File: config.mk
export PLATFORM = sky130hd
export DESIGN_NAME = parity_accum
export DESIGN_NICKNAME = d
export VERILOG_FILES = /design/src/rtl/parity_frame_checker_accum.sv
export SDC_FILE = /design/constraint.sdc
export NUM_CORES = 1
export LEC_CHECK = 0
export ABC_AREA = 1
export CORE_AREA = 2 2 39 41
export DETAILED_ROUTE_END_ITERATION = 10
export DIE_AREA = 0 0 41 43
export PLACE_DENSITY = 0.63
export SETUP_SLACK_MARGIN = 0.02
export SLEW_MARGIN = 20
export SYNTH_ARGS = -nofsm -noshare
export SYNTH_HDL_FRONTEND = slang
export SYNTH_SLANG_ARGS = --single-unit
File: constraint.sdc
create_clock -name clk -period 2.94 [get_ports clk]
set_clock_uncertainty 0.2 [all_clocks]
set_input_delay 0.294 -clock clk [delete_from_list [all_inputs] [get_ports clk]]
set_output_delay 0.294 -clock clk [all_outputs]
set_load 0.02 [all_outputs]
File: src/rtl/parity_frame_checker_accum.sv
// parity_accum
//   Running XOR accumulator and bit counter for one serial frame.
//   Ports:
//     clk      - clock, rising edge
//     rst      - synchronous active-high reset (acc=0, cnt=0)
//     load     - start a frame: acc <= data_bit, cnt <= 1
//     enable   - extend a frame: acc <= acc ^ data_bit, cnt <= cnt + 1
//     data_bit - serial bit being accumulated
//     acc      - XOR of all bits accumulated so far
//     cnt      - number of bits accumulated so far
module parity_accum #(
    parameter int unsigned LEN_W = 8
) (
    input  logic             clk,
    input  logic             rst,
    input  logic             load,
    input  logic             enable,
    input  logic             data_bit,
    output logic             acc,
    output logic [LEN_W-1:0] cnt
);

    always_ff @(posedge clk) begin
        if (rst) begin
            acc <= 1'b0;
            cnt <= '0;
        end else if (load) begin
            acc <= data_bit;
            cnt <= LEN_W'(1);
        end else if (enable) begin
            acc <= acc ^ data_bit;
            cnt <= cnt + 1'b1;
        end
    end

endmodule

======== Yosys cells after proc, flatten, opt, wreduce, memory -nomap -nowiden ========
Index checks and enable logic that the tools add are counted.
storage, ports and cells
  output and inout port bits .............. 9
  register bits after elaboration ......... 9
cells by class
  $add $sub $neg .......................... 1
  muxes and demuxes ....................... 4
  bitwise gates (word level) .............. 1
  reduce and logical (&&, ||, !) cells .... 2
operator list
  kind                                         count
  adder 8 x 1 -> 8 bit, second input constant  1
  two-way mux 1 bit                            4
  nonzero test 2 bit                           1
  OR reduction 2 bit                           1
  XOR 1 bit                                    1

======== Logic depth before layout (Yosys ltp) ========
  word-level depth ........................ 3
  gate-level depth with buffers ........... 6

======== Least setup slack after synthesis ========
OpenSTA, ideal clock, no wires.
  kind .................................... register to register
  start ................................... register cnt[0]
  end ..................................... register cnt[6]
  path slack .............................. 1.525 ns
  cell stages (with the launch flop) ...... 7
  arrival time ............................ 1.100 ns
  buffers on the path ..................... 0
  clock period less this slack ............ 1.415 ns
  library setup time ...................... 0.115 ns
  path through ............................ dfxtp_1 ha_1 nand3_2 nor2_1 nand3_1 nand2_1 nor2_1
on the way
  cells in the longest elaborated chain, start to end .. 1
ends and longest elaborated chain
  what                      RTL line  RTL
  start: declaration        20        output logic [LEN_W-1:0] cnt
  start signal: assignment  32        cnt <= cnt + 1'b1;
  adder 8 x 1 -> 8 bit      32
Every way passes these cells.
A chain may end at the register's enable or synchronous reset.

======== Worst setup path in the final report ========
  start ................................... register cnt[5]
  end ..................................... output cnt[5]
No word-level cell between the ends.

==> flow_summary.yaml <==
pwr:
  finalPower_w: 0.000251
  p_leak_nw: 0.220
  ir_worst_vdd_uv: 227
  p_per_area_mw_per_mm2: 427
grt:
  grt_pass1_wl_um: 1360
  grt_overflow_total: 0
  grt_usage_pct: 11.5
  grt_pass1_vias: 330
  grt_max_degree: 8
  grt_antenna_before_repair: 0
timing:
  setup_tns_ps: 0
  setup_viol: 0
  rsz0062_at_grt: "no"
  finalCriticalPeriod_ps: 1810
  relSlewSlack_pct: 72.4
  finalCritPeriodShare_pct: 61.6
  hold_viol: 0
  drv_slew: 0
  worst_pin_slew_ps: 413
  fmax_mhz: 552
logic_synthesis:
  yosys.area_share.simple_pct: 29.5
  synthMuxAreaShare_pct: 0
  ys_seq_area_share_pct: 43.8
  ys_seq_elements: 9
  synth_top_family_by_area: "simple AND/OR/NAND/NOR gates"
  synth.cell_area_um2: 412
  synth_fp_nets: 61
  yosysTopAreaCellShare_pct: 43.8
  avgSynthCellArea_um2: 7.48
  yosys_warnings: 0
  synth_xor_area_share_pct: 2.13
  synth_top_area_cell: "dfxtp_1"
  netlist_instances: 55
  synth-compound-area-share_pct: 15.2
  synth_area_leaders: "dfxtp_1 44%, a21oi_1 8.5%, nand2_1 8.2%, nor2_1 8.2%, inv_1 6.4%"
  synth_fa_ha_area_share_pct: 3.04
  synth_cell_types: 15
placement:
  port_buffers: 13
  dp_hpwl_um: 596
  routabilityCongestion: 0.668
clock_tree:
  cts_hold_buf: 0
  post_cts_buffers: 0
  cts_tree: "yes"
  cts.sinks: 9
  clk_path_buf_depth: 2
  cts_root_buf: "clkbuf_4"
  ctsResizeCount: 0
  cts_made_buffers: 3
  clkLatencyLatePin_ps: 260
  clkTransAtPathRegs_ps: 60
  htreeDepth: 1
floorplan:
  pin_count: 14
  die_y_um: 43
  num_rows: 14
  start_util_pct: 29.7
  die_w_um: 41
  die_area_mm2: 0.00176
  core-area_mm2: 0.00138
worst_setup_path:
  crit_path_max_incr_delay_ps: 640
  crit_fanout: 6
  worst-path-buf-inv: 1
  cp_top_family: "buffers and inverters"
  worstPathCellList: "clkdlybuf4s50_1"
  required_ps: 2450
  start_kind: "flop"
  cpMaxStageDelayCell: "clkdlybuf4s50_1"
  path_class: "reg2out"
  cp.arrival_ps: 1320
  end_kind: "primary output"
drt:
  drtPass1Iterations: 4
  drtIter0Drc: 13
  remaining_drc_errors: 0
  vias: 397
  via_per_inst: 4.51
  finalWirelength_um: 786
  routedWlPerCell_um: 8.93
  ant_nets: 0
layout:
  fin_nets: 79
  num_antenna_cells: 0
  final_cell_mix: "13 x clkdlybuf4s50_1, 9 x nand2_1, 9 x nor2_1, 9 x dfxtp_1"
  final_common_cell: "clkdlybuf4s50_1"
  syn_to_final_growth_pct: 42.9
  drive_above_1_share_pct: 9.72
hold_path:
  hp-class: "reg2reg"
status:
  status: "completed"
flow_run:
  maxCapViolCount: 0
==> worst paths after layout <==
| path | startpoint | to | slack (ps) | cells after the start |
|---|---|---|---|---|
| max | cnt[5] | cnt[5] | 1130 | 1 |
| min | acc | acc | 280 | 2 |
| max reg2reg | cnt[0] | cnt[6] | 1570 | 6 |
| min reg2reg | acc | acc | 280 | 2 |
==> through the flow <==
stage / hold WS (ps) / instance area [µm²] / std cells / setup slack, ps / utilization (%)
2_1_floorplan: 163 / 412 / 55 / 1530 / -
3_3_place_gp: 268 / 562 / 84 / 1250 / 40.6
3_5_place_dp: 278 / 562 / 84 / 1220 / 40.6
4_1_cts: 285 / 588 / 88 / 1120 / 42.5
5_1_grt: 298 / 588 / 88 / 1080 / 42.5
6_report: 282 / 588 / 88 / 1130 / 42.5
==> kinds of logic after synthesis <==
family / after synthesis
xor+xnor: 1
buf+inv: 7
compound gates: 12
simple gates: 25
fa+ha+maj: 1
flops: 9
==> sequential cells by signal (all words and copies together), names as in the netlist <==
name  flops
cnt       8
acc       1
==> metal layers <==
metal	routed length, µm	share of wire (%)	track usage (%)	vias to the layer above
met5	0	0	0	-
met4	17	2.2	8.00	0
met3	42	5.3	3.14	4
met2	327	42	14.4	12
met1	400	51	16.1	166
li1	-	-	-	215
==> report_power, final <==
part | total, W | switching, W | internal, W
clock network | 0.0000956 | 0.0000433 | 0.0000523
logic | 0.0000280 | 0.0000135 | 0.0000145
registers | 0.000128 | 0.00000277 | 0.000125
==> cells in the mapped netlist <==
cell type  instances
a21oi_1            7
dfxtp_1            9
ha_1               1
inv_1              7
nand2_1            9
nand2_2            1
nand3_1            2
nand3_2            2
nand4_1            1
nor2_1             9
nor2_4             1
o21ai_0            3
o21ai_1            1
o21bai_1           1
xnor2_1            1
==> cell type report <==
cell class                      count  area (µm²)
Clock buffer                        4        26.3
Sequential cell                     9         180
Timing Repair Buffer               13         130
Multi-Input combinational cell     39         205
Tap cell                           16        20.0
Fill cell                         147         796
Inverter                            7        26.3
(Power assumes the default switching activity.)
